==> src/rtl/fifo_rd_unpacker_if.sv <==
// Bundle between a show-ahead FIFO read port, the unpacker, and its narrow beat consumer.
// The master modport is the unpacker side; the slave modport is the FIFO + consumer side.
interface fifo_rd_unpacker_if #(
  parameter int IN_WIDTH  = 32,
  parameter int OUT_WIDTH = 8
);
  logic                 fifo_empty_i;
  logic [IN_WIDTH-1:0]  fifo_data_i;
  logic                 fifo_rd_en_o;
  logic                 out_valid_o;
  logic                 out_ready_i;
  logic [OUT_WIDTH-1:0] out_data_o;
  logic                 out_last_o;
  logic                 busy_o;

  modport master (
    input  fifo_empty_i,
    input  fifo_data_i,
    output fifo_rd_en_o,
    output out_valid_o,
    input  out_ready_i,
    output out_data_o,
    output out_last_o,
    output busy_o
  );

  modport slave (
    output fifo_empty_i,
    output fifo_data_i,
    input  fifo_rd_en_o,
    input  out_valid_o,
    output out_ready_i,
    input  out_data_o,
    input  out_last_o,
    input  busy_o
  );
endinterface

==> src/rtl/fifo_rd_unpacker.sv <==
// Pops IN_WIDTH-bit words from a show-ahead FIFO and streams them as IN_WIDTH/OUT_WIDTH
// valid/ready beats, LSB slice first. Define UNPACK_MSB_FIRST_EN to send the MSB slice first.
module fifo_rd_unpacker #(
  parameter int IN_WIDTH  = 32,
  parameter int OUT_WIDTH = 8
) (
  input  logic                  clk,
  input  logic                  rst,
  fifo_rd_unpacker_if.master    bus
);

  localparam int RATIO = IN_WIDTH / OUT_WIDTH;
  localparam int CNT_W = (RATIO > 1) ? $clog2(RATIO) : 1;

  if (RATIO < 1 || (IN_WIDTH % OUT_WIDTH) != 0 || (RATIO & (RATIO - 1)) != 0) begin : g_bad_cfg
    $error("fifo_rd_unpacker: IN_WIDTH/OUT_WIDTH must be an integer power of two >= 1");
  end

  typedef enum logic {IDLE, SEND} state_t;

  state_t              state_q, state_d;
  logic [CNT_W-1:0]    cnt_q, cnt_d;
  logic [IN_WIDTH-1:0] word_q, word_d;
  logic                last_beat;
  logic [CNT_W-1:0]    slice_idx;
  logic [IN_WIDTH-1:0] shifted;

  assign last_beat = (cnt_q == CNT_W'(RATIO - 1));

`ifdef UNPACK_MSB_FIRST_EN
  assign slice_idx = CNT_W'(RATIO - 1) - cnt_q;
`else
  assign slice_idx = cnt_q;
`endif

  assign shifted = word_q >> (slice_idx * OUT_WIDTH);

  always_ff @(posedge clk) begin
    if (rst) begin
      state_q <= IDLE;
      cnt_q   <= '0;
      word_q  <= '0;
    end else begin
      state_q <= state_d;
      cnt_q   <= cnt_d;
      word_q  <= word_d;
    end
  end

  // The last-beat handshake reloads straight from the FIFO head so words stream without a bubble.
  always_comb begin
    state_d          = state_q;
    cnt_d            = cnt_q;
    word_d           = word_q;
    bus.fifo_rd_en_o = 1'b0;
    unique case (state_q)
      IDLE: begin
        if (!bus.fifo_empty_i) begin
          bus.fifo_rd_en_o = 1'b1;
          word_d           = bus.fifo_data_i;
          cnt_d            = '0;
          state_d          = SEND;
        end
      end
      SEND: begin
        if (bus.out_ready_i) begin
          if (!last_beat) begin
            cnt_d = cnt_q + 1'b1;
          end else if (!bus.fifo_empty_i) begin
            bus.fifo_rd_en_o = 1'b1;
            word_d           = bus.fifo_data_i;
            cnt_d            = '0;
          end else begin
            cnt_d   = '0;
            state_d = IDLE;
          end
        end
      end
      default: state_d = IDLE;
    endcase
  end

  assign bus.out_valid_o = (state_q == SEND);
  assign bus.busy_o      = (state_q == SEND);
  assign bus.out_last_o  = (state_q == SEND) && last_beat;
  assign bus.out_data_o  = (state_q == SEND) ? shifted[OUT_WIDTH-1:0] : '0;

endmodule

==> src/flat_wrapper.sv <==
// flat-port wrapper written by rule: the top's interface ports become plain ports
module fifo_rd_unpacker_flat 
#(
  parameter int IN_WIDTH  = 32,
  parameter int OUT_WIDTH = 8
)
  (clk, rst, bus_fifo_empty_i, bus_fifo_data_i, bus_fifo_rd_en_o, bus_out_valid_o, bus_out_ready_i, bus_out_data_o, bus_out_last_o, bus_busy_o);
  fifo_rd_unpacker_if #(.IN_WIDTH(IN_WIDTH), .OUT_WIDTH(OUT_WIDTH)) bus_i ();
  input  logic clk;
  input  logic rst;
  input wire logic [$bits(bus_i.fifo_empty_i)-1:0] bus_fifo_empty_i;
  input wire logic [$bits(bus_i.fifo_data_i)-1:0] bus_fifo_data_i;
  output wire logic [$bits(bus_i.fifo_rd_en_o)-1:0] bus_fifo_rd_en_o;
  output wire logic [$bits(bus_i.out_valid_o)-1:0] bus_out_valid_o;
  input wire logic [$bits(bus_i.out_ready_i)-1:0] bus_out_ready_i;
  output wire logic [$bits(bus_i.out_data_o)-1:0] bus_out_data_o;
  output wire logic [$bits(bus_i.out_last_o)-1:0] bus_out_last_o;
  output wire logic [$bits(bus_i.busy_o)-1:0] bus_busy_o;
  assign bus_i.fifo_empty_i = bus_fifo_empty_i;
  assign bus_i.fifo_data_i = bus_fifo_data_i;
  assign bus_fifo_rd_en_o = bus_i.fifo_rd_en_o;
  assign bus_out_valid_o = bus_i.out_valid_o;
  assign bus_i.out_ready_i = bus_out_ready_i;
  assign bus_out_data_o = bus_i.out_data_o;
  assign bus_out_last_o = bus_i.out_last_o;
  assign bus_busy_o = bus_i.busy_o;
  fifo_rd_unpacker #(.IN_WIDTH(IN_WIDTH), .OUT_WIDTH(OUT_WIDTH)) u_core (.clk(clk), .rst(rst), .bus(bus_i));
endmodule
==> config.mk <==
export PLATFORM = sky130hd
export DESIGN_NAME = fifo_rd_unpacker_flat
export DESIGN_NICKNAME = d
export VERILOG_FILES = /design/src/rtl/fifo_rd_unpacker_if.sv /design/src/rtl/fifo_rd_unpacker.sv /design/src/flat_wrapper.sv
export SDC_FILE = /design/constraint.sdc
export NUM_CORES = 1
export LEC_CHECK = 0
export CORE_UTILIZATION = 62
export DETAILED_ROUTE_END_ITERATION = 8
export DONT_BUFFER_PORTS = 1
export PLACE_DENSITY = 0.88
export SLEW_MARGIN = 30
export SYNTH_ARGS = -nofsm -noshare
export SYNTH_HDL_FRONTEND = slang
export SYNTH_SLANG_ARGS = --single-unit
==> constraint.sdc <==
create_clock -name clk -period 1.7 [get_ports clk]
set_input_delay 0.17 -clock clk [delete_from_list [all_inputs] [get_ports clk]]
set_output_delay 0.17 -clock clk [all_outputs]
set_load 0.02 [all_outputs]
**After elaboration in Yosys (flattened, before gate mapping)**

Cells that the tools add are included.

- Add/subtract/negate cells: 1
- Bitwise gates (word level): 1
- Mux-type cells: 16
- Reduce and logical (&&, ||, !) cells: 3
- Equal/unequal tests: 4
- Shift-type cells: 1

Operator list:

| kind | number |
|---|---|
| 2-to-1 mux 32 bit | 3 |
| one-hot mux 32 bit (2 select lines) | 1 |
| right shift 32 x 5 -> 8 bit | 1 |
| 2-to-1 mux 8 bit | 1 |
| 2-to-1 mux 2 bit | 3 |
| != test 2 bit, second input constant | 3 |
| 2-to-1 mux 1 bit | 5 |
| one-hot mux 1 bit (2 select lines) | 2 |
| one-hot mux 2 bit (2 select lines) | 1 |
| AND reduction 2 bit | 2 |
| adder 2 x 1 -> 2 bit, second input constant | 1 |
| == test 2 bit, second input constant | 1 |
| logical AND 1 bit | 1 |
| inverter 1 bit | 1 |

- Output and inout bits: 12
- Register bits after elaboration: 35
- Logic and storage cells: 29
- Input bits: 36

**Longest topological paths before layout**

- Depth in word-level cells: 4
- Depth in mapped cells: 5
- Gate-level depth less buffers: 4

**Worst setup path after synthesis**

Ideal clock, no wire load.

- Path kind: register to output
- Start point: register u_core.cnt_q[1]
- End point: output port bus_out_data_o[3]
- Cell stages (with the launch flop): 4
- Arrival: 1,204 ps
- Required time: 1,530 ps
- Setup slack: 326 ps
- Cell sequence: dfxtp_1 buf_6 mux4_2 and2_1

- Word-level cells in the longest chain between the ends: 2

Ends and longest elaborated chain:

| what | line | text |
|---|---|---|
| start: declaration | fifo_rd_unpacker.sv:22 | `logic [CNT_W-1:0] cnt_q, cnt_d;` |
| start signal: assignment | fifo_rd_unpacker.sv:45 | `cnt_q <= cnt_d;` |
| right shift 32 x 5 -> 8 bit | fifo_rd_unpacker.sv:36 | `assign shifted = word_q >> (slice_idx * OUT_WIDTH);` |
| 2-to-1 mux 8 bit | fifo_rd_unpacker.sv:86 | `assign bus.out_data_o = (state_q == SEND) ? shifted[OUT_WIDTH-1:0] : '0;` |
| end: declaration | flat_wrapper.sv:16 | `output wire logic [$bits(bus_i.out_data_o)-1:0] bus_out_data_o;` |

No other way between the ends.

**Final worst setup path**

Same ends and word-level chain as after synthesis.

==> results.md <==
* Status: complete, but fails checks
* Failing checks: DRC, setup timing
* Worst hold slack at 0.002507 ns
* Mapped Cells at 178
* Avg Cell Area, Syn at 10.53 um2
* Clock Path Buffers at 2
* Setup Slack @ Placement at 0.1218 ns
* First-pass GRT wire length at 7.017 mm
* Endpoints failing setup at 1
* Period minus WS final at 1.716 ns
* Syn Nets at 216
* Port-buffer cells at 0
* DRC viols at 10
* P&R area growth vs syn at 27.37%
* GRT overflow at 0
* R2R cell count at 7
* Rel. slew slack at 66.51%
* Design Power at 0.001681 W
* DR iter-0 viols at 58
* Max-Cap Viols at 0
* Peak supply drop at 672.7 uV
* Final non-filler cell total at 253
* R2R Path Start: u_core.cnt_q[1]$_SDFFE_PP0P_
* CP required at 1.53 ns
* Fraction of layout cells with a size suffix above 1 at 18.02%
* Cell Area, Synth at 1874 um2
* Die Height at 56.98 um
* Final Wtd Congestion at 0.7561
* Clock Sinks at 35
* Routed WL at 4.472 mm
* R2r setup slk at 0.09 ns
* DRT antenna net count at 0
* Synth Register Bits at 35
* Root buf cell: clkbuf_4
* Final hold viol count at 0
* Largest net degree at the start of global routing at 39
* Core ar. at 2805 um2
* Wire per inst at 17.68 um
* CTS tree: built
* Die W at 56.98 um
* RSZ-0062 raised after global routing: true
* Startpoint Class: flip-flop
* Clock transition at path regs at 0.11 ns
* Setup_tns at -0.01595 ns
* R2R Path End: u_core.word_q[17]$_SDFFE_PP0P_
* FMAX at 582.8 MHz
* Die ar. at 3247 um2
* Worst skew pair latency at 0.36 ns
* Final WS setup at -0.01595 ns
* Final period utilization at 100.9%
* Sequential share of the synthesized area at 37.38%
* HP Start: rst
* Placed cell count at 203
* Cell variety after synth at 17
* Initial antenna violation count at 0
* Layout net count at 259
* Final Max Slew Viols at 0
* Crit-path max FO at 4
* Worst hold-check path type: in -> reg
* Vias per cell at 5.609
* Cell row count at 19
* TritonRoute pass-1 iters at 6
* Number of global-route vias before repair at 1,472
* Power Density at 704.1 nW/um2
* Hold EP: u_core.word_q[4]$_SDFFE_PP0P_
* HPWL after DPL at 2.336 mm
* Hold Crit Depth at 2
* Total GRT Usage at 29.81%
* Starting density of the core at 66.82%
* H-tree depth at 2
* Vias at 1,419
* # IOs at 48
* TritonCTS Buffers at 5
* Worst-Margin Slew at 0.5023 ns
* Yosys warns at 0
* Inserted Diodes at 0
* Setup Skew at 0.008955 ns
* Critical path class: reg -> out
* Leak pwr at 0.9335 nW
* Crit path capture type: primary output
* Arrival time at the worst endpoint at 1.55 ns
==> layout make-up <==
cell class / instances / area (um2)
Multi-Input combinational cell: 128 / 1084
Clock inverter: 3 / 20.02
Timing Repair Buffer: 51 / 501.7
Fill cell: 159 / 417.9
Sequential cell: 35 / 705.7
Clock buffer: 5 / 37.54
Tap cell: 31 / 38.79
==> cell usage after synthesis, drive strengths merged <==
master | number | share of area (%)
nand2b | 64 | 21
dfxtp | 35 | 37
mux2i | 32 | 17
and2 | 9 | 3.0
buf | 8 | 4.7
mux4 | 8 | 9.6
clkbuf | 7 | 1.4
a21oi | 5 | 1.9
nand2 | 4 | 0.80
ha | 2 | 1.3
o211ai | 2 | 0.80
nand3 | 1 | 0.27
or3 | 1 | 0.33
==> registers in the layout (all words and copies together) (netlist names) <==
name	flops
u_core.bus.busy_o	1
u_core.word_q	32
u_core.cnt_q	2
==> power by group <==
part	switching (W)	internal, W
Sequential	0.0000352	0.000871
Combinational	0.000127	0.000186
Clock	0.000304	0.000158
==> timing repair <==
item | CTS | global route
setup endpoints to repair | 8 | 9
pin swaps | 5 | 0
buffers inserted | 0 | 2
hold endpoints to repair | 33 | 7
hold buffers | 36 | 4
resized for setup | 13 | 10
==> through the flow <==
step                      area, um2  utilization [%]
final                          2387            85.10
after global routing           2387            85.10
after CTS                      2315            82.52
after detailed placement       1879            66.99
after global placement         1879            66.99
after floorplan                1874                -
==> worst max path at each step <==
stage | slack [ns] | end | startpoint
after global routing | -0.06 | bus_out_data_o[3] | u_core.cnt_q[1]$_SDFFE_PP0P_
final | -0.02 | bus_out_data_o[3] | u_core.cnt_q[1]$_SDFFE_PP0P_
after detailed placement | 0.12 | u_core.word_q[4]$_SDFFE_PP0P_ | u_core.cnt_q[0]$_SDFFE_PP0P_
after floorplan | 0.33 | bus_out_data_o[3] | u_core.cnt_q[1]$_SDFFE_PP0P_
after CTS | -0.007 | bus_out_data_o[4] | u_core.cnt_q[1]$_SDFFE_PP0P_
after global placement | 0.24 | u_core.word_q[5]$_SDFFE_PP0P_ | u_core.cnt_q[0]$_SDFFE_PP0P_
==> worst max-delay path: stages, from the launching register on <==
cell	delay (ns)
dfxtp_2	0.38
buf_6	0.12
mux4_2	0.51
and2_4	0.18
==> cells by family (layout without fill, tap and decap cells) <==
group	after synthesis	after routing	share of synthesized area, %
and+or+nand+nor	79	79	25.77
muxes	40	40	26.70
DFF	35	35	37.38
buffers and inverters	15	59	6.074
AOI/OAI and AO/OA	7	7	2.737
adders and majority gates	2	2	1.335
==> routing by layer <==
metal	GRT usage (%)	vias to the layer above	share of wire, %
met3	9.070	10	4.5
li1	-	680	-
met4	13.59	0	2.8
met2	52.10	42	52
met5	0	-	0
met1	33.38	687	41
==> cell usage in the layout, fill, tap and decap left out, types with 4 or more instances in the layout <==
cell type | synthesis | final
nand2b_1 | 64 | 64
dlygate4sd3_1 | 0 | 39
dfxtp_1 | 35 | 33
mux2i_1 | 32 | 32
mux4_2 | 8 | 8
and2_4 | 0 | 8
buf_4 | 2 | 7
clkbuf_4 | 0 | 5
nand2_1 | 4 | 4
No activity file was read; power rests on OpenSTA's default activity.
